`src/rtl/store_buffer_unit_pkg.sv`:
```
`default_nettype none
// ============================================================================
// Module   : store_pkg
// Brief    : Shared types and helpers for the store buffer unit: store-size
//            and FSM encodings, the queued entry layout, and the combinational
//            alignment / lane-steering functions.
// Revision : 1.0 - initial release
// ============================================================================
package store_pkg;

  typedef enum logic [1:0] {
    SIZE_B = 2'b00,
    SIZE_H = 2'b01,
    SIZE_W = 2'b10
  } size_e;

  typedef enum logic [1:0] {
    ST_IDLE = 2'b00,
    ST_REQ  = 2'b01,
    ST_XFER = 2'b10
  } state_e;

  typedef struct packed {
    logic [31:0] adr;
    logic [31:0] dat;
    logic [3:0]  sel;
  } entry_t;

  localparam int ENTRY_W = $bits(entry_t);

  // A request is dropped when its address is not aligned to its size,
  // or when it uses the reserved size encoding.
  function automatic logic is_misaligned(input logic [1:0] size, input logic [1:0] lo);
    logic bad;
    case (size)
      SIZE_B:  bad = 1'b0;
      SIZE_H:  bad = lo[0];
      SIZE_W:  bad = (lo != 2'b00);
      default: bad = 1'b1;
    endcase
    return bad;
  endfunction

  // Word-aligned address, data replicated onto every lane, and byte selects
  // marking the lanes actually written.
  function automatic entry_t build_entry(input logic [31:0] addr,
                                         input logic [31:0] data,
                                         input logic [1:0]  size);
    entry_t e;
    e.adr = {addr[31:2], 2'b00};
    case (size)
      SIZE_B: begin
        e.dat = {4{data[7:0]}};
        e.sel = 4'b0001 << addr[1:0];
      end
      SIZE_H: begin
        e.dat = {2{data[15:0]}};
        e.sel = 4'b0011 << {addr[1], 1'b0};
      end
      default: begin
        e.dat = data;
        e.sel = 4'b1111;
      end
    endcase
    return e;
  endfunction

endpackage
`default_nettype wire

```
`src/rtl/store_buffer_unit_if.sv`:
```
`default_nettype none
// ============================================================================
// Module   : wb_bus_t
// Brief    : Write-only Wishbone bus with arbitration grant, as seen by the
//            store buffer (master) and the fabric/slave side.
// Revision : 1.0 - initial release
// ============================================================================
interface wb_bus_t;
  logic        wb_cyc;
  logic        wb_stb;
  logic        wb_we;
  logic [31:0] wb_adr;
  logic [31:0] wb_dat_ms;
  logic [3:0]  wb_sel;
  logic        wb_lock;
  logic        wb_tgc;
  logic        wb_tga;
  logic        wb_tgd_ms;
  logic        wb_ack;
  logic        wb_err;
  logic        wb_gnt;

  modport master (
    output wb_cyc, wb_stb, wb_we, wb_adr, wb_dat_ms, wb_sel,
           wb_lock, wb_tgc, wb_tga, wb_tgd_ms,
    input  wb_ack, wb_err, wb_gnt
  );

  modport slave (
    input  wb_cyc, wb_stb, wb_we, wb_adr, wb_dat_ms, wb_sel,
           wb_lock, wb_tgc, wb_tga, wb_tgd_ms,
    output wb_ack, wb_err, wb_gnt
  );
endinterface
`default_nettype wire

```
`src/rtl/store_buffer_unit_fifo.sv`:
```
`default_nettype none
// ============================================================================
// Module   : sync_fifo
// Brief    : Single-clock FIFO, power-of-two depth, show-ahead read port,
//            occupancy count. Push is ignored when full, pop when empty.
// Revision : 1.0 - initial release
// ============================================================================
module sync_fifo #(
  parameter int WIDTH = 8,
  parameter int DEPTH = 4
) (
  input  wire logic                     clk,
  input  wire logic                     rst_i,
  input  wire logic                     push_i,
  input  wire logic [WIDTH-1:0]         din_i,
  input  wire logic                     pop_i,
  output logic      [WIDTH-1:0]         dout_o,
  output logic                          full_o,
  output logic                          empty_o,
  output logic      [$clog2(DEPTH):0]   count_o
);
  localparam int AW = $clog2(DEPTH);

  logic [WIDTH-1:0] mem_q [DEPTH];
  logic [AW-1:0]    wr_ptr_q;
  logic [AW-1:0]    rd_ptr_q;
  logic [AW:0]      count_q;
  logic             do_push;
  logic             do_pop;

  assign do_push = push_i && !full_o;
  assign do_pop  = pop_i && !empty_o;

  // Pointers wrap naturally since DEPTH is a power of two.
  always_ff @(posedge clk) begin
    if (rst_i) begin
      wr_ptr_q <= '0;
      rd_ptr_q <= '0;
      count_q  <= '0;
    end else begin
      if (do_push) wr_ptr_q <= wr_ptr_q + AW'(1);
      if (do_pop)  rd_ptr_q <= rd_ptr_q + AW'(1);
      case ({do_push, do_pop})
        2'b10:   count_q <= count_q + (AW+1)'(1);
        2'b01:   count_q <= count_q - (AW+1)'(1);
        default: count_q <= count_q;
      endcase
    end
  end

  // Storage needs no reset: contents are only visible through the count.
  always_ff @(posedge clk) begin
    if (do_push) mem_q[wr_ptr_q] <= din_i;
  end

  assign dout_o  = mem_q[rd_ptr_q];
  assign full_o  = (count_q == (AW+1)'(DEPTH));
  assign empty_o = (count_q == '0);
  assign count_o = count_q;
endmodule
`default_nettype wire

```
`src/rtl/store_buffer_unit.sv`:
```
`default_nettype none
// ============================================================================
// Module   : store_buffer_unit
// Brief    : Posted store queue. Checks alignment, steers data onto byte lanes,
//            queues entries FIFO and drains them onto a granted Wishbone bus
//            with back-to-back strobes, bus-error reporting and a timeout.
// Revision : 1.0 - initial release
// ============================================================================
module store_buffer_unit
  import store_pkg::*;
#(
  parameter int DEPTH   = 4,
  parameter int TIMEOUT = 255
) (
  input  wire logic                   clk,
  input  wire logic                   rst_i,
  input  wire logic                   req_valid_i,
  output logic                        req_ready_o,
  input  wire logic [31:0]            req_addr_i,
  input  wire logic [31:0]            req_data_i,
  input  wire logic [1:0]             req_size_i,
  output logic                        misalign_o,
  output logic                        err_o,
  output logic                        empty_o,
  output logic [$clog2(DEPTH):0]      count_o,
  wb_bus_t.master                     wb_bus
);
  localparam int CW = $clog2(DEPTH) + 1;
  localparam int TW = $clog2(TIMEOUT + 1);
  localparam logic [TW-1:0] TMO_LAST = TW'(TIMEOUT - 1);

  state_e               state_q;
  state_e               state_d;
  logic [TW-1:0]        tmo_q;
  logic                 err_q;
  logic                 misalign_q;

  logic                 accept;
  logic                 bad_req;
  logic                 do_push;
  logic                 do_pop;
  logic                 bus_err;
  entry_t               push_entry;
  entry_t               head;
  logic [ENTRY_W-1:0]   fifo_dout;
  logic                 fifo_full;
  logic                 fifo_empty;
  logic [CW-1:0]        fifo_count;

  // Request acceptance, alignment check and lane steering ahead of the queue.
  always_comb begin
    accept     = req_valid_i && req_ready_o;
    bad_req    = is_misaligned(req_size_i, req_addr_i[1:0]);
    do_push    = accept && !bad_req;
    push_entry = build_entry(req_addr_i, req_data_i, req_size_i);
  end

  sync_fifo #(
    .WIDTH (ENTRY_W),
    .DEPTH (DEPTH)
  ) u_fifo (
    .clk     (clk),
    .rst_i   (rst_i),
    .push_i  (do_push),
    .din_i   (push_entry),
    .pop_i   (do_pop),
    .dout_o  (fifo_dout),
    .full_o  (fifo_full),
    .empty_o (fifo_empty),
    .count_o (fifo_count)
  );

  assign head = entry_t'(fifo_dout);

  // FSM state register.
  always_ff @(posedge clk) begin
    if (rst_i) state_q <= ST_IDLE;
    else       state_q <= state_d;
  end

  // Next state plus head pop / error decisions; err beats ack, both beat
  // grant loss, and timeout only fires while still granted.
  always_comb begin
    state_d = state_q;
    do_pop  = 1'b0;
    bus_err = 1'b0;
    case (state_q)
      ST_IDLE: begin
        if (!fifo_empty) state_d = ST_REQ;
      end
      ST_REQ: begin
        if (wb_bus.wb_gnt) state_d = ST_XFER;
      end
      ST_XFER: begin
        if (wb_bus.wb_err || wb_bus.wb_ack) begin
          do_pop  = 1'b1;
          bus_err = wb_bus.wb_err;
          state_d = (fifo_count > CW'(1)) ? ST_XFER : ST_IDLE;
        end else if (!wb_bus.wb_gnt) begin
          state_d = ST_REQ;
        end else if (tmo_q == TMO_LAST) begin
          do_pop  = 1'b1;
          bus_err = 1'b1;
          state_d = ST_IDLE;
        end
      end
      default: state_d = ST_IDLE;
    endcase
  end

  // Bus outputs decoded from state; address/data/select only drive in XFER.
  always_comb begin
    wb_bus.wb_cyc    = (state_q != ST_IDLE);
    wb_bus.wb_stb    = (state_q == ST_XFER);
    wb_bus.wb_adr    = '0;
    wb_bus.wb_dat_ms = '0;
    wb_bus.wb_sel    = '0;
    if (state_q == ST_XFER) begin
      wb_bus.wb_adr    = head.adr;
      wb_bus.wb_dat_ms = head.dat;
      wb_bus.wb_sel    = head.sel;
    end
  end

  assign wb_bus.wb_we     = 1'b1;
  assign wb_bus.wb_lock   = 1'b0;
  assign wb_bus.wb_tgc    = 1'b0;
  assign wb_bus.wb_tga    = 1'b0;
  assign wb_bus.wb_tgd_ms = 1'b0;

  // Cycles spent strobing the current head; restarts on every pop or stall.
  always_ff @(posedge clk) begin
    if (rst_i || state_q != ST_XFER || do_pop || !wb_bus.wb_gnt) tmo_q <= '0;
    else                                                         tmo_q <= tmo_q + TW'(1);
  end

  // One-cycle status pulses, registered so they follow the causing edge.
  always_ff @(posedge clk) begin
    if (rst_i) begin
      err_q      <= 1'b0;
      misalign_q <= 1'b0;
    end else begin
      err_q      <= bus_err;
      misalign_q <= accept && bad_req;
    end
  end

  assign req_ready_o = !fifo_full;
  assign misalign_o  = misalign_q;
  assign err_o       = err_q;
  assign count_o     = fifo_count;
  assign empty_o     = fifo_empty && (state_q == ST_IDLE);
endmodule
`default_nettype wire

```
`src/flat_wrapper.sv`:
```
// flat-port wrapper written by rule: the top's interface ports become plain ports
module store_buffer_unit_flat import store_pkg::*;
#(
  parameter int DEPTH   = 4,
  parameter int TIMEOUT = 255
)
  (clk, rst_i, req_valid_i, req_ready_o, req_addr_i, req_data_i, req_size_i, misalign_o, err_o, empty_o, count_o, wb_bus_wb_cyc, wb_bus_wb_stb, wb_bus_wb_we, wb_bus_wb_adr, wb_bus_wb_dat_ms, wb_bus_wb_sel, wb_bus_wb_lock, wb_bus_wb_tgc, wb_bus_wb_tga, wb_bus_wb_tgd_ms, wb_bus_wb_ack, wb_bus_wb_err, wb_bus_wb_gnt);
  wb_bus_t wb_bus_i ();
  input  wire logic clk;
  input  wire logic rst_i;
  input  wire logic req_valid_i;
  output logic req_ready_o;
  input  wire logic [31:0] req_addr_i;
  input  wire logic [31:0] req_data_i;
  input  wire logic [1:0] req_size_i;
  output logic misalign_o;
  output logic err_o;
  output logic empty_o;
  output logic [$clog2(DEPTH):0] count_o;
  output wire logic [$bits(wb_bus_i.wb_cyc)-1:0] wb_bus_wb_cyc;
  output wire logic [$bits(wb_bus_i.wb_stb)-1:0] wb_bus_wb_stb;
  output wire logic [$bits(wb_bus_i.wb_we)-1:0] wb_bus_wb_we;
  output wire logic [$bits(wb_bus_i.wb_adr)-1:0] wb_bus_wb_adr;
  output wire logic [$bits(wb_bus_i.wb_dat_ms)-1:0] wb_bus_wb_dat_ms;
  output wire logic [$bits(wb_bus_i.wb_sel)-1:0] wb_bus_wb_sel;
  output wire logic [$bits(wb_bus_i.wb_lock)-1:0] wb_bus_wb_lock;
  output wire logic [$bits(wb_bus_i.wb_tgc)-1:0] wb_bus_wb_tgc;
  output wire logic [$bits(wb_bus_i.wb_tga)-1:0] wb_bus_wb_tga;
  output wire logic [$bits(wb_bus_i.wb_tgd_ms)-1:0] wb_bus_wb_tgd_ms;
  input wire logic [$bits(wb_bus_i.wb_ack)-1:0] wb_bus_wb_ack;
  input wire logic [$bits(wb_bus_i.wb_err)-1:0] wb_bus_wb_err;
  input wire logic [$bits(wb_bus_i.wb_gnt)-1:0] wb_bus_wb_gnt;
  assign wb_bus_wb_cyc = wb_bus_i.wb_cyc;
  assign wb_bus_wb_stb = wb_bus_i.wb_stb;
  assign wb_bus_wb_we = wb_bus_i.wb_we;
  assign wb_bus_wb_adr = wb_bus_i.wb_adr;
  assign wb_bus_wb_dat_ms = wb_bus_i.wb_dat_ms;
  assign wb_bus_wb_sel = wb_bus_i.wb_sel;
  assign wb_bus_wb_lock = wb_bus_i.wb_lock;
  assign wb_bus_wb_tgc = wb_bus_i.wb_tgc;
  assign wb_bus_wb_tga = wb_bus_i.wb_tga;
  assign wb_bus_wb_tgd_ms = wb_bus_i.wb_tgd_ms;
  assign wb_bus_i.wb_ack = wb_bus_wb_ack;
  assign wb_bus_i.wb_err = wb_bus_wb_err;
  assign wb_bus_i.wb_gnt = wb_bus_wb_gnt;
  store_buffer_unit #(.DEPTH(DEPTH), .TIMEOUT(TIMEOUT)) u_core (.clk(clk), .rst_i(rst_i), .req_valid_i(req_valid_i), .req_ready_o(req_ready_o), .req_addr_i(req_addr_i), .req_data_i(req_data_i), .req_size_i(req_size_i), .misalign_o(misalign_o), .err_o(err_o), .empty_o(empty_o), .count_o(count_o), .wb_bus(wb_bus_i));
endmodule
```
`config.mk`:
```
export PLATFORM = sky130hd
export DESIGN_NAME = store_buffer_unit_flat
export DESIGN_NICKNAME = d
export VERILOG_FILES = /design/src/rtl/store_buffer_unit_pkg.sv /design/src/rtl/store_buffer_unit_if.sv /design/src/rtl/store_buffer_unit_fifo.sv /design/src/rtl/store_buffer_unit.sv /design/src/flat_wrapper.sv
export SDC_FILE = /design/constraint.sdc
export NUM_CORES = 1
export LEC_CHECK = 0
export ABC_CLOCK_PERIOD_IN_PS = 3500
export CAP_MARGIN = 10
export CORE_ASPECT_RATIO = 1.4
export CORE_MARGIN = 2
export CORE_UTILIZATION = 55
export DETAILED_ROUTE_END_ITERATION = 6
export HOLD_SLACK_MARGIN = 0.03
export PLACE_DENSITY = 0.89
export SLEW_MARGIN = 20
export SYNTH_ARGS = -nofsm -noshare
export SYNTH_HDL_FRONTEND = slang
export SYNTH_SLANG_ARGS = --single-unit
```
`constraint.sdc`:
```
create_clock -name clk -period 3.5 [get_ports clk]
set_input_delay 0.35 -clock clk [delete_from_list [all_inputs] [get_ports clk]]
set_output_delay 0.35 -clock clk [all_outputs]
set_load 0.02 [all_outputs]
```
* Word-level counts from Yosys, hierarchy flattened *
Memory sizes are Yosys's and may differ from the RTL's. A register that Yosys moved wholly into a read port is not among the register bits.
Index checks and enable logic that the tools add are counted.

operators by class
  add/sub/neg operators = 5
  order comparisons = 1
  equal/unequal tests = 12
  shift-type cells = 2
  multiplexer cells = 22
  bitwise gates (word level) = 1
  reductions and logical operators = 22

operators by type and width
  operator             number
  $pmux 36 s2          1
  $mux 32              2
  $mux 2               8
  $add 8x1->8 const B  1
  $eq 8x8->1 const B   1
  $mux 1               7
  $eq 2x1->1 const B   3
  $eq 2x2->1 const B   3
  $logic_and 1x1->1    6
  $ne 2x2->1 const B   3
  $pmux 2 s3           1
  $pmux 3 s2           1
  $reduce_bool 2->1    3
  $add 2x1->2 const B  2
  $logic_not 1->1      4
  $logic_not 2->1      2
  $logic_or 1x1->1     4
  $mux 4               1
  $ne 4x2->1 const B   1
  $shl 1x2->4 const A  1
  $shl 2x2->4 const A  1
  $add 3x1->3 const B  1
  $eq 3x3->1 const B   1
  $gt 3x1->1 const B   1
  6 further kinds      6

storage, ports and cells
  register bits = 19
  memory bits (writable) = 264
  output and inout port bits = 82
  memories = 1

memories
  memory               words  width  rd ports  clocked after Yosys merged registers in  wr ports  RTL line                      source
  u_core.u_fifo.mem_q  4      66     1         1                                        1         store_buffer_unit_fifo.sv:24  logic [WIDTH-1:0] mem_q [DEPTH];

* Logic depth before layout (Yosys ltp) *
Gate-level depths: netlist (run 1).

  word-level depth = 8
  mapped depth = 10
  gate-level depth less buffers = 10

* Hierarchy *
A second synthesis (run 1) with hierarchy kept.

second synthesis, totals
  cells, all modules = 613
  area, all modules = 11823.8 um^2

by module, submodules not included
  module             instances  cells an instance  area each (um^2)  sequential area each (um^2)
  sync_fifo          1          410                10306.1           8348.0
  store_buffer_unit  1          203                1517.7            240.2

* Least setup slack after synthesis (run 1) *
No wires, ideal clock.

  path type = register to register
  from = register u_core.u_fifo.count_q[0] (netlist: u_core.u_fifo.count_o[0])
  to = memory u_core.u_fifo.mem_q[0][0] (netlist bit) (enable)
  library setup time = 431 ps
  arrival time = 2871 ps
  required time = 3069 ps
  setup slack = 198 ps
  stages on the path, launching flop included = 7
  buffers on the path = 0
  period minus slack after synthesis = 3302 ps
  cells stage by stage = dfxtp_1 -> inv_1 -> ha_1 -> nand2_1 -> nand2_1 -> nor2_1 -> and2_1

between the ends
  longest elaborated chain between the ends = 7

RTL lines
  item                            RTL line                      source
  from (decl)                     store_buffer_unit_fifo.sv:27  logic [AW:0] count_q;
  from (signal assigned)          store_buffer_unit_fifo.sv:44  2'b10: count_q <= count_q + (AW+1)'(1);
  from (signal assigned)          store_buffer_unit_fifo.sv:45  2'b01: count_q <= count_q - (AW+1)'(1);
  from (signal assigned)          store_buffer_unit_fifo.sv:46  default: count_q <= count_q;
  $eq 3x3->1 *                    store_buffer_unit_fifo.sv:57  assign full_o = (count_q == (AW+1)'(DEPTH));
  $logic_not 1->1 *               store_buffer_unit.sv:148      assign req_ready_o = !fifo_full;
  named net req_ready_o           flat_wrapper.sv:12            output logic req_ready_o;
  $logic_and 1x1->1               store_buffer_unit.sv:52       accept = req_valid_i && req_ready_o;
  $logic_and 1x1->1               store_buffer_unit.sv:54       do_push = accept && !bad_req;
  $logic_and 1x1->1 *             store_buffer_unit_fifo.sv:31  assign do_push = push_i && !full_o;
  $mux 1 *                        store_buffer_unit_fifo.sv:53  if (do_push) mem_q[wr_ptr_q] <= din_i;
  $mux 1 (implied by the code) *  store_buffer_unit_fifo.sv:53
  to (decl)                       store_buffer_unit_fifo.sv:24

Mark *: on every way through the listed nets, which the timed path passes. The rest lies on a longest branch.

==> metrics.md, run 1 <==
| Metric | Value |
|---|---|
| Worst Path Required | 3.15 ns |
| Status | finished clean |
| H-tree depth | 1 |
| CP bufs+invs | 2 |
| Min Tclk post-route | roughly 3.2 ns |
| Max-Cap Viols | 0 |
| Net Sw Frac | 20.75% |
| Slew @ Worst Pin | 0.7237 ns |
| Design internal power | 5.603 mW |
| Postcts setup bufs | 0 |
| CP max FO | 27 |
| Cell Pwr Density | 503.1 nW/um2 |
| Final worst-path cycle share | 92.11% |
| Post-Route WL | 23180 um |
| Crit Path Category | flip-flop to output pin |
| Die ar. | 22010 um2 |
| Slew Limit Fails | 0 |
| GPL Wtd Cong | 0.7481 |
| Synth cell types | 39 |
| Skew final | 0.01068 ns |
| Vias in the first global route | around 6400 |
| Crit-path max cell delay | 0.72 ns |
| Root buffer cell | clkbuf_16 |
| Initial DRC count | 450 |
| Post-synthesis cell count | 597 |
| Synth Flop Type | edfxtp_1 |
| Comb power frac | 7.4% |
| # hold bufs at CTS | 0 |
| Async set or reset register ratio after synthesis | 0% |
| Placed standard-cell area | 13240 um2 |
| RSZ-0062 raised after global routing | false |
| DRT Pass-1 Iters | 5 |
| Final setup violation count | 0 |
| Clk buf depth | 3 |
| Core box area | about 20000 um2 |
| Yosys warning count | 0 |
| Ports | 154 |
| Share of layout cells above drive strength 1 | 18.68% |
| Number of synthesized flops with an enable pin | around 260 |
| Synth Cell Area | 11450 um2 |
| Post-cts gate resize count | 0 |
| Multi-input logic area | 2899 um2 |
| Yosys reg bits | 285 |
| Hold Crit Class | flip-flop to flip-flop |
| Flop pwr share | 54.4% |
| CTS Buf Count | 25 |
| Vias per cell | 5.745 |
| Slowest cell on crit path | dfxtp_4 |
| IO Port Bufs | 146 |
| Seq/Total Area, Yosys | 72.89% |
| Top Family by Delay on Critical Path | buffers and inverters |
| VDD IR-drop max | 0.0003114 V |
| Seq. cell area | around 8400 um2 |
| TNS Setup | 0 ns |
| Initial Utilization | 55.93% |
| Fill cells | 1268 |
| Leak pwr | 4.524 nW |
| Max Fclk | 0.3102 GHz |
| Via count | 5906 |
| Chip width | between 100 and 150 um |
| Clock sink total | ~290 |
| FP Rows | 62 |
| Hold Path Origin | u_core.u_fifo.rd_ptr_q[1]$_SDFFE_PP0P_ |
| Synth Area per Inst | 19.19 um2 |
| Hold Vio Cnt, Final | 0 |
| Post-route ant nets | 0 |
| First-pass GRT wire length | 36340 um |
| Element type at the critical path end | output pin |
| Die height | approximately 170 um |
| Wire per inst | 22.55 um |
| Grt ovf | 0 |
| # DRC | 0 |
| Arr. time, crit path | 2.87 ns |
| Final Instance Area | 14050 um2 |
| Worst-Skew Late Latency | approximately 0.51 ns |
| NumNets Final | between 800 and 900 |
| Reg-to-reg startpoint | u_core.u_fifo.count_o[0]$_SDFFE_PP0P_ |
| Clock share of power | a little under two fifths |
| Startpoint Class | flip-flop |
| Area delta synth->final | 22.71% |
| Global-route usage over all layers | 21.44% |
| Initial antenna violation count | 1 |
| Largest net degree at the start of global routing | 52 |
| Max-slew headroom | roughly 52% |
| Critical path, cell by cell | buf_12 -> mux4_2 -> and2_1 -> clkdlybuf4s50_1 |
| Net switching power | 1.467 mW |
| CTS tree | done |
| Post-detail-place hpwl | 14680 um |
| Reg clk slew, reported paths | ~0.070 ns |
per-stage QoR:
| stage | setup slack (ns) | instances | utilization [%] | hold WS, ns | total power [mW] |
|---|---|---|---|---|---|
| 3_3_place_gp | 0.8012 | 982 | 64.67 | 0.4517 | 4.412 |
| 3_5_place_dp | 0.7493 | 982 | 64.67 | 0.4655 | 4.441 |
| 2_1_floorplan | 0.1981 | 602 | - | 0.4269 | 4.183 |
| 5_1_grt | 0.1118 | 1028 | 68.63 | 0.4640 | 7.294 |
| 4_1_cts | 0.1956 | 1027 | 68.62 | 0.4508 | 7.110 |
| 6_report | 0.2760 | 1028 | 68.63 | 0.4781 | 7.070 |
layer usage:
| metal | vias up | global-route usage, % | wire length (um) |
|---|---|---|---|
| met4 | 0 | 7.601 | 629 |
| met2 | 230 | 37.46 | 12590 |
| li1 | 2638 | - | - |
| met1 | 2999 | 27.40 | 8566 |
| met3 | 39 | 3.399 | 1399 |
| met5 | - | 0 | 0 |
power groups by stage:
stage	Clock (mW)	Combinational [mW]	Sequential [mW]
2_1_floorplan	0	0.266	3.92
3_3_place_gp	0	0.500	3.91
3_5_place_dp	0	0.519	3.92
4_1_cts	2.74	0.524	3.85
5_1_grt	2.88	0.557	3.85
6_report	2.70	0.520	3.85
state kept, by name (all words and copies together), names as in the netlist, named ones only:
register,count
u_core.u_fifo.rd_ptr_q,2
u_core.tmo_q,8
u_core.u_fifo.count_o,3
u_core.u_fifo.wr_ptr_q,2
u_core.misalign_o,1
u_core.state_q,2
u_core.u_fifo.mem_q,264
u_core.err_o,1
cell type report:
cell class,count,area share [%]
Inverter,10,0.2671
Multi-Input combinational cell,274,20.63
Antenna cell,1,0.01780
Clock inverter,18,1.246
Tap cell,256,2.279
Timing Repair Buffer,157,11.61
Clock buffer,27,4.505
Sequential cell,285,59.45
logic make-up (layout without fill, tap and decap cells):
group / count (synthesis) / after routing / share of synthesized area [%]
DFF: 285 / 285 / 72.89
xor gates and xnor gates: 9 / 9 / 0.6882
adders and majority gates: 11 / 11 / 1.202
and+or+nand+nor: 126 / 126 / 6.183
muxes: 92 / 92 / 15.42
buffers and inverters: 43 / 212 / 2.054
AOI/OAI and AO/OA: 29 / 29 / 1.497
other: 2 / 8 / 0.06557
cell usage in the layout (no fill, tap or decap), types with 10 or more instances in the layout:
cell and n:
dfxtp_1 19, o21ai_0 12, nand2_1 15, edfxtp_1 264, ha_1 11, mux4_2 66, and2_1 66, mux2_2 16
nor2_1 21, mux2i_1 10, clkbuf_16 25, clkdlybuf4s50_1 146
worst min-delay path, stage by stage, from the launching register on:
cell	delay, ns
dfxtp_1	0.31
o31ai_1	0.06
a21oi_1	0.07
final timing paths:
kind | cells past startpoint | slack [ns] | end
max | 4 | 0.28 | wb_bus_wb_adr[7]
max reg2reg | 7 | 1.06 | u_core.u_fifo.mem_q[2][33]$_DFFE_PP_
min reg2reg | 2 | 0.48 | flip-flop
min | 2 | 0.48 | flip-flop
cell usage after synthesis (2+ instances only):
library cell  count  area (um2)
a21o_1            2       15.01
a21oi_1           8       40.04
and2_1           70       437.9
buf_2             8       40.04
buf_4             7       52.55
buf_6             5       56.30
clkbuf_1         13       48.80
conb_1            2       7.510
dfxtp_1          21       420.4
edfxtp_1        264        7928
ha_1             11       137.6
inv_1             9       33.78
mux2_2           16       180.2
mux2i_1          10       100.1
mux4_2           66        1486
nand2_1          15       56.30
nand2b_1          2       12.51
nand3_1           3       15.01
nand4_1           2       12.51
nor2_1           21       78.83
nor3_1            4       20.02
o21ai_0          12       60.06
o21bai_1          2       15.01
or3_1             2       12.51
xnor2_1           4       35.03
xor2_1            5       43.79
Power figures use the tool's default switching activity.
==> run 2, diff against run 1 <==
--- a/config.mk
+++ b/config.mk
@@ -8,7 +8,6 @@
 export ABC_CLOCK_PERIOD_IN_PS = 3500
 export CAP_MARGIN = 10
 export CORE_ASPECT_RATIO = 1.4
-export CORE_MARGIN = 2
 export CORE_UTILIZATION = 55
 export DETAILED_ROUTE_END_ITERATION = 6
 export HOLD_SLACK_MARGIN = 0.03
==> metrics.md, run 2 (synthesis results as in run 1) <==
| Metric | Value |
|---|---|
| Arr. time, crit path | 2.75 ns (was 2.87 ns) |
| Global-route usage over all layers | 22.76% (was 21.44%) |
| RSZ-0062 raised after global routing | false (unchanged) |
| GPL Wtd Cong | 0.7425 (was 0.7481) |
| Ports | 154 (unchanged) |
| Clk buf depth | 3 (unchanged) |
| H-tree depth | 1 (unchanged) |
| Vias per cell | 5.823 (was 5.745) |
| VDD IR-drop max | 0.0005067 V (was 0.0003114 V) |
| Hold Vio Cnt, Final | 0 (unchanged) |
| Top reg by flops | u_core.u_fifo.mem_q (unchanged) |
| Max-Cap Viols | 0 (unchanged) |
| Startpoint Class | flip-flop (unchanged) |
| Largest net degree at the start of global routing | 48 (was 52) |
| Worst Path Required | 3.15 ns (about the same) |
| Cell Pwr Density | 514.6 nW/um2 (was 503.1 nW/um2) |
| Postcts setup bufs | 0 (unchanged) |
| Hold path depth | 3 (was 2) |
| Vias in the first global route | 6410 (was 6403) |
| Worst r2r dst | u_core.u_fifo.mem_q[2][53]$_DFFE_PP_ (was u_core.u_fifo.mem_q[2][33]$_DFFE_PP_) |
| Clock sink total | 285 (unchanged) |
| Hold Path Origin | req_valid_i (was u_core.u_fifo.rd_ptr_q[1]$_SDFFE_PP0P_) |
| Via count | 6021 (was 5906) |
| Initial DRC count | 480 (was 450) |
| Hold Crit Endpoint | u_core.misalign_o$_SDFF_PP0_ |
| Slew Limit Fails | 0 (unchanged) |
| FF-to-FF path depth | 7 (unchanged) |
| IO Port Bufs | 146 (unchanged) |
| Reg-to-reg startpoint | u_core.u_fifo.count_o[0]$_SDFFE_PP0P_ (unchanged) |
| Initial Utilization | 55.93% (unchanged) |
| Chip width | 124.0 um (was 126.0 um) |
| Leak pwr | 4.587 nW (was 4.524 nW) |
| Max-slew headroom | 54.59% (was 51.57%) |
| Max Fclk | 0.3227 GHz (was 0.3102 GHz) |
| Post-route ant nets | 0 (unchanged) |
| CP bufs+invs | 3 (was 2) |
| Top Family by Delay on Critical Path | buffers and inverters (unchanged) |
| FP Rows | 62 (unchanged) |
| Core Util, Final | 69.09% (was 68.63%) |
| Reg2reg setup slack | 1.05 ns (was 1.06 ns) |
| Wire per inst | 22.67 um (was 22.55 um) |
| Core box area | 20480 um2 (unchanged) |
| CTS tree | done (unchanged) |
| Initial antenna violation count | 0 (was 1) |
| Element type at the critical path end | output pin (unchanged) |
| CTS Buf Count | 26 (was 25) |
| Crit Path Category | flip-flop to output pin (unchanged) |
| Post-cts gate resize count | 0 (unchanged) |
| TNS Setup | 0 ns (unchanged) |
| Post-detail-place hpwl | 15220 um (was 14680 um) |
| # hold bufs at CTS | 0 (unchanged) |
| Worst-Skew Late Latency | 0.53 ns (was 0.51 ns) |
| Share of layout cells above drive strength 1 | 19.67% (was 18.68%) |
| Slew @ Worst Pin | 0.6740 ns (was 0.7237 ns) |
| Crit-path max cell delay | 0.63 ns (was 0.72 ns) |
| Critical path, cell by cell | nand2b_4 -> inv_2 -> buf_4 -> and2_1 -> clkdlybuf4s50_1 (was buf_12 -> mux4_2 -> and2_1 -> clkdlybuf4s50_1) |
| Final worst-path cycle share | 88.54% (was 92.11%) |
| Inserted Diodes | 0 (was 1) |
| Reg clk slew, reported paths | 0.07 ns (about the same) |
| Hold Crit Class | input port to flip-flop (was flip-flop to flip-flop) |
| Area delta synth->final | 23.53% (was 22.71%) |
| Status | finished clean (unchanged) |
| Die ar. | 21410 um2 (was 22010 um2) |
| Root buffer cell | clkbuf_16 (unchanged) |
| NumNets Final | 841 (was 836) |
| Slowest cell on crit path | clkdlybuf4s50_1 (was dfxtp_4) |
| Max FFs per register | 264 (unchanged) |
| Final setup violation count | 0 (unchanged) |
| DRT Pass-1 Iters | 5 (unchanged) |
| Skew final | 0.01342 ns (was 0.01068 ns) |
| Grt ovf | 0 (unchanged) |
| First-pass GRT wire length | 36080 um (was 36340 um) |
| Post-Route WL | 23440 um (was 23180 um) |
| # DRC | 0 (unchanged) |
| Min Tclk post-route | 3.099 ns (was 3.224 ns) |
| Commonest non-fill, non-tap cell in the layout | edfxtp_1 (unchanged) |
| CP max FO | 36 (was 27) |
| Most frequent cells in the layout | edfxtp_1 (264), clkdlybuf4s50_1 (146), mux4_2 (66), and2_1 (66), clkbuf_16 (27) (was edfxtp_1 (264), clkdlybuf4s50_1 (146), mux4_2 (66), and2_1 (66), clkbuf_16 (25)) |
| Die height | 172.7 um (was 174.7 um) |
run 2: how the worst max path moves through the flow:
stage	from	end	cells past startpoint
6_report	u_core.state_q[0]$_SDFFE_PP0P_	wb_bus_wb_adr[5]	5
5_1_grt	u_core.state_q[0]$_SDFFE_PP0P_	wb_bus_wb_adr[12]	5
4_1_cts	u_core.state_q[0]$_SDFFE_PP0P_	wb_bus_wb_adr[5]	5
3_5_place_dp	req_size_i[0]	u_core.u_fifo.mem_q[1][47]$_DFFE_PP_	6
3_3_place_gp	req_size_i[0]	u_core.u_fifo.mem_q[1][43]$_DFFE_PP_	6
2_1_floorplan	u_core.u_fifo.count_o[0]$_SDFFE_PP0P_	u_core.u_fifo.mem_q[0][0]$_DFFE_PP_	6
run 2: per-layer routing:
| layer | wire [um] | track usage, % |
|---|---|---|
| met4 | 926 | 10.02 |
| met2 | 12450 | 39.17 |
| met1 | 8846 | 28.67 |
| met5 | 0 | 0 |
| met3 | 1218 | 2.803 |
run 2: worst register-to-register path, delay by kind of cell, from the launching register on:
family,cells,cell delay (ns)
and+or+nand+nor,4,1.03
DFF,1,0.43
adders and majority gates,1,0.24
buffers and inverters,2,0.44
run 2: per-stage QoR:
step / cell area, um2 / total power [mW] / hold WS, ns / instances / worst slack, ns
4_1_cts: 14150 / 7.330 / 0.4351 / 1034 / 0.3754
5_1_grt: 14150 / 7.487 / 0.4532 / 1034 / 0.2843
2_1_floorplan: 11470 / 4.183 / 0.4269 / 602 / 0.1981
3_5_place_dp: 13260 / 4.442 / 0.4844 / 986 / 0.8333
3_3_place_gp: 13260 / 4.413 / 0.4500 / 986 / 0.9169
6_report: 14150 / 7.281 / 0.4523 / 1034 / 0.4012
run 2: final cells by class:
type                       instances  area (um2)
multi-input combinational        274        2899
tap                              256       320.3
clock buffer                      28       679.4
inverter                          10       37.54
timing repair buffer             161        1649
fill                            1302        6331
clock inverter                    20       207.7
sequential                       285        8356
run 2: where the power goes:
part / internal [mW] / switching (mW) / total (mW) / leakage [nW]
Sequential: 3.82 / 0.0283 / 3.85 / 2.57
Combinational: 0.251 / 0.271 / 0.523 / 1.59
Clock: 1.70 / 1.21 / 2.91 / 0.435
==> RTL change 1: new RTL, flow settings as in run 1 <==
Make the reset (`rst_i`) asynchronous in 3 clocked blocks.
--- a/src/rtl/store_buffer_unit_fifo.sv
+++ b/src/rtl/store_buffer_unit_fifo.sv
@@ -32,7 +32,7 @@
   assign do_pop  = pop_i && !empty_o;
 
   // Pointers wrap naturally since DEPTH is a power of two.
-  always_ff @(posedge clk) begin
+  always_ff @(posedge clk or posedge rst_i) begin
     if (rst_i) begin
       wr_ptr_q <= '0;
       rd_ptr_q <= '0;
--- a/src/rtl/store_buffer_unit.sv
+++ b/src/rtl/store_buffer_unit.sv
@@ -73,7 +73,7 @@
   assign head = entry_t'(fifo_dout);
 
   // FSM state register.
-  always_ff @(posedge clk) begin
+  always_ff @(posedge clk or posedge rst_i) begin
     if (rst_i) state_q <= ST_IDLE;
     else       state_q <= state_d;
   end
@@ -135,7 +135,7 @@
   end
 
   // One-cycle status pulses, registered so they follow the causing edge.
-  always_ff @(posedge clk) begin
+  always_ff @(posedge clk or posedge rst_i) begin
     if (rst_i) begin
       err_q      <= 1'b0;
       misalign_q <= 1'b0;
Function: differs if rst_i is asserted again (counterexample within 4 cycles, from zero or initial values and one cycle with rst_i high); with rst_i held inactive, the same outputs for 4 cycles.
==> RTL change 1 against run 1 <==
- synthesized area is 0.17% lower
- worst setup slack lost 0.038 ns
- routed wire length grew 10%
- register-to-register slack worse by 0.18 ns
- cell area rose by 0.82%
- highest routed layer unchanged
- sequential cell count is 2 lower
Power is not compared: it rests on default switching activity, and its combinational part moved more than twofold at a synthesized area within 25%.
==> RTL change 1: results (changes against run 1) <==
* Flop-to-flop setup slack at 0.88 ns (was 1.06 ns)
* Maximum root-to-sink buffer count at 3 (unchanged)
* Synth warn at 0 (unchanged)
* Worst slack, placed at 0.6203 ns (was 0.7493 ns)
* Post-detailed-route wirelength per cell at 24.86 um (was 22.55 um)
* Number of nets at the end of the flow at 835 (was 836)
* Post-synthesis adder-cell area fraction at 0.01204 (was 0.01202)
* Largest stage delay, worst path at 0.69 ns (was 0.72 ns)
* Global-route wire length before repair at 38.95 mm (was 36.34 mm)
* Transition time at the pin with the least slew margin at 0.7213 ns (was 0.7237 ns)
* Multiplexer share of the synthesized area at 0.1546 (was 0.1542)
* Worst hold-check slack at 0.1870 ns (was 0.4781 ns)
* Synth cell types at 38 (was 39)
* Sequential cell area fraction in the yosys report at 0.7315 (was 0.7289)
* Combined global-route utilization of all metal layers at 0.2360 (was 0.2144)
* Highest attainable clock frequency at 306.5 MHz (was 310.2 MHz)
* Number of diodes at 0 (was 1)
* Met1 layer wirelength in the final routing at 8.991 mm (was 8.566 mm)
* Min-delay worst type: primary input to asynchronous set/reset pin (was flop to flop)
* Synthesized area per cell at 19.44 um^2 (was 19.19 um^2)
* TritonCTS buffer count at 26 (was 25)
* Vias after detailed routing at 6153 (was 5906)
* Met3 WL post-DR at 1.771 mm (was 1.399 mm)
* Via count of the first global-routing pass at 6519 (was 6403)
* Post-Synth XOR/XNOR Area at 0.009192 (was 0.006882)
* Proportion of register bits with asynchronous set or reset after synthesis at 0.03887 (was 0)
* Max IR drop VDD at 0.0004555 V
* Most area-consuming cells after synthesis: edfxtp_1, mux4_2, and2_1 (unchanged)
* Worst setup path endpoint: wb_bus_wb_dat_ms[12] (was wb_bus_wb_adr[7])
* Initial antenna violation count at 0 (was 1)
* Largest net degree at the start of global routing at 46 (was 52)
* Dpl hpwl at 16.18 mm (was 14.68 mm)
* Run status: finished clean (unchanged)
* Instance area at placement at 0.01328 mm^2 (was 0.01324 mm^2)
* Buffers inserted during post-CTS setup optimization at 0 (unchanged)
* Cell with the largest stage delay on the worst path: dfrtp_4 (was dfxtp_4)
* RR Startpoint: u_core.u_fifo.count_o[1]$_DFFE_PP0P_ (was u_core.u_fifo.count_o[0]$_SDFFE_PP0P_)
* GR Layer Usage met1 at 0.2907 (was 0.2740)
* Post-DR vias/cell at 5.985 (was 5.745)
* Detailed Route Iter0 Violations at 482 (was 450)
* Final RePlAce weighted congestion at 0.8736 (was 0.7481)
* Worst-path fanout max at 21 (was 27)
* Total placed cells including tap cells at 980 (was 982)
* Met2 usage at 0.4248 (was 0.3746)
* Fraction of layout instances using a drive strength above 1 at 0.1956 (was 0.1868)
* Synth top cells by count: edfxtp_1, and2_1, mux4_2 (unchanged)
* Sum of met2 wire segment lengths after detailed routing at 13.95 mm (was 12.59 mm)
RTL change 1: changes by cell type after synthesis, sizes merged, moves of 3 or more:
| cell | before | now |
|---|---|---|
| a21oi | 8 | 1 |
| dfrtp | 0 | 11 |
| dfxtp | 21 | 8 |
| o21bai | 2 | 5 |
| xnor2 | 4 | 7 |
RTL change 1: power breakdown:
group | switching, uW | leakage, uW | internal (uW) | total (uW)
clock | 1180 | 0.000435 | 1730 | 2910
combinational | 1480 | 0.00171 | 1530 | 3010
sequential | 248 | 0.00259 | 4100 | 4350
total | 2900 | 0.00474 | 7360 | 10300
RTL change 1: layout make-up:
cell class / instances / area (um^2) / share of cell area
flip-flops and latches: 283 / 8368 / 0.5906
clock inverters: 15 / 181.4 / 0.01280
clock buffers: 33 / 708.2 / 0.04998
repair buffers: 165 / 1692 / 0.1194
inverters: 10 / 37.54 / 0.002649
well taps: 256 / 320.3 / 0.02260
multi-input cells: 266 / 2863 / 0.2020
==> RTL change 2: new RTL, settings of run 1 <==
Without the edit above. `TIMEOUT` is set to 255 in 2 places; all go to 510.
--- a/src/rtl/store_buffer_unit.sv
+++ b/src/rtl/store_buffer_unit.sv
@@ -10,7 +10,7 @@
   import store_pkg::*;
 #(
   parameter int DEPTH   = 4,
-  parameter int TIMEOUT = 255
+  parameter int TIMEOUT = 510
 ) (
   input  wire logic                   clk,
   input  wire logic                   rst_i,
--- a/src/flat_wrapper.sv
+++ b/src/flat_wrapper.sv
@@ -2,7 +2,7 @@
 module store_buffer_unit_flat import store_pkg::*;
 #(
   parameter int DEPTH   = 4,
-  parameter int TIMEOUT = 255
+  parameter int TIMEOUT = 510
 )
   (clk, rst_i, req_valid_i, req_ready_o, req_addr_i, req_data_i, req_size_i, misalign_o, err_o, empty_o, count_o, wb_bus_wb_cyc, wb_bus_wb_stb, wb_bus_wb_we, wb_bus_wb_adr, wb_bus_wb_dat_ms, wb_bus_wb_sel, wb_bus_wb_lock, wb_bus_wb_tgc, wb_bus_wb_tga, wb_bus_wb_tgd_ms, wb_bus_wb_ack, wb_bus_wb_err, wb_bus_wb_gnt);
   wb_bus_t wb_bus_i ();
Check against the original RTL: same outputs for any inputs over 4 cycles, from zero or initial values and one cycle with rst_i high; that may be too few to reach the edited logic, so the function may still have changed.
==> RTL change 2 against run 1 <==
- power rose by 4.3%
- via count rose by 2.9%
- final cell count rose by 1.3%
- clock power rose by 10%
- worst setup slack improved by 0.061 ns
- sequential cell count rose by 1
- synthesized area rose by 0.55%
- cell area rose by 1.3%
- sequential share of layout area fell by 0.62 points
- routed wire length rose by 0.72%
- largest cell class unchanged
==> RTL change 2: results (changes against run 1) <==
* Run status: finished clean (unchanged)
* Combined global-route utilization of all metal layers at 0.2104 (was 0.2144)
* Cell with the largest stage delay on the worst path: dfxtp_4 (unchanged)
* Largest stage delay, worst path at 0.65 ns (was 0.72 ns)
* Met1 layer wirelength in the final routing at 8.345 mm (was 8.566 mm)
* Dpl hpwl at 14.90 mm (was 14.68 mm)
* Min-delay worst type: primary input to flop (was flop to flop)
* Largest net degree at the start of global routing at 67 (was 52)
* Sum of met2 wire segment lengths after detailed routing at 12.70 mm (was 12.59 mm)
* Wire length reported by the detailed router at 23.35 mm (was 23.18 mm)
* Via count of the first global-routing pass at 6409 (was 6403)
* Worst hold-check slack at 0.4660 ns (was 0.4781 ns)
* Synthesized-area fraction occupied by ao, oa, aoi and oai cells at 0.01575 (was 0.01497)
* Multiplexer share of the synthesized area at 0.1544 (was 0.1542)
* Number of cells on the worst reg-to-reg path at 9 (was 7)
* Total placed cells including tap cells at 991 (was 982)
* Worst slack, placed at 0.6497 ns (was 0.7493 ns)
* Transition time at the pin with the least slew margin at 0.7858 ns (was 0.7237 ns)
* Sequential cell area fraction in the yosys report at 0.7266 (was 0.7289)
* Number of nets at the end of the flow at 847 (was 836)
* Maximum root-to-sink buffer count at 3 (unchanged)
* Instance area at placement at 0.01332 mm^2 (was 0.01324 mm^2)
* Highest attainable clock frequency at 316.1 MHz (was 310.2 MHz)
* TritonCTS buffer count at 27 (was 25)
* GR Layer Usage met1 at 0.2544 (was 0.2740)
* Synth top cells by count: edfxtp_1, and2_1, mux4_2 (unchanged)
* Global-route wire length before repair at 35.78 mm (was 36.34 mm)
* Static leakage at 0.004628 uW (was 0.004524 uW)
* Synthesized area per cell at 19.10 um^2 (was 19.19 um^2)
* Most area-consuming cells after synthesis: edfxtp_1, mux4_2, and2_1 (unchanged)
* Skew-Pair Late Insertion Delay at 0.53 ns (was 0.51 ns)
* Post-synthesis adder-cell area fraction at 0.01195 (was 0.01202)
* Worst-path fanout max at 23 (was 27)
* Met3 WL post-DR at 1.492 mm (was 1.399 mm)
* Net Switching at 1491 uW (was 1467 uW)
* Worst setup path endpoint: wb_bus_wb_dat_ms[24] (was wb_bus_wb_adr[7])
* Detailed Route Iter0 Violations at 467 (was 450)
* Fraction of layout instances using a drive strength above 1 at 0.1913 (was 0.1868)
-- RTL change 2: cell types whose count changed after synthesis, moves of 2 or more --
cell	change
a21oi_1	-3
clkbuf_1	-2
nand2b_1	+4
nor2_1	-2
nor2b_1	+2
nor3_1	-2
o21a_1	+2
o21ai_0	+2
o22ai_1	+2
xnor2_1	-3
xor2_1	+3
-- RTL change 2: final cells by class --
type                       instances  area (um^2)
multi-input combinational        281         2948
fill                            1245         6321
clock inverter                    16        180.2
sequential                       286         8376
antenna                            1        2.502
timing repair buffer             160         1642
tap                              256        320.3
inverter                           8        30.03
clock buffer                      33        738.2
-- RTL change 2: power groups by stage --
stage | Combinational, uW | Sequential [uW] | Clock [uW]
6_report | 542 | 3870 | 2970
5_1_grt | 578 | 3870 | 3150
4_1_cts | 546 | 3870 | 3030
3_5_place_dp | 542 | 3940 | 0
3_3_place_gp | 518 | 3930 | 0
2_1_floorplan | 276 | 3930 | 0
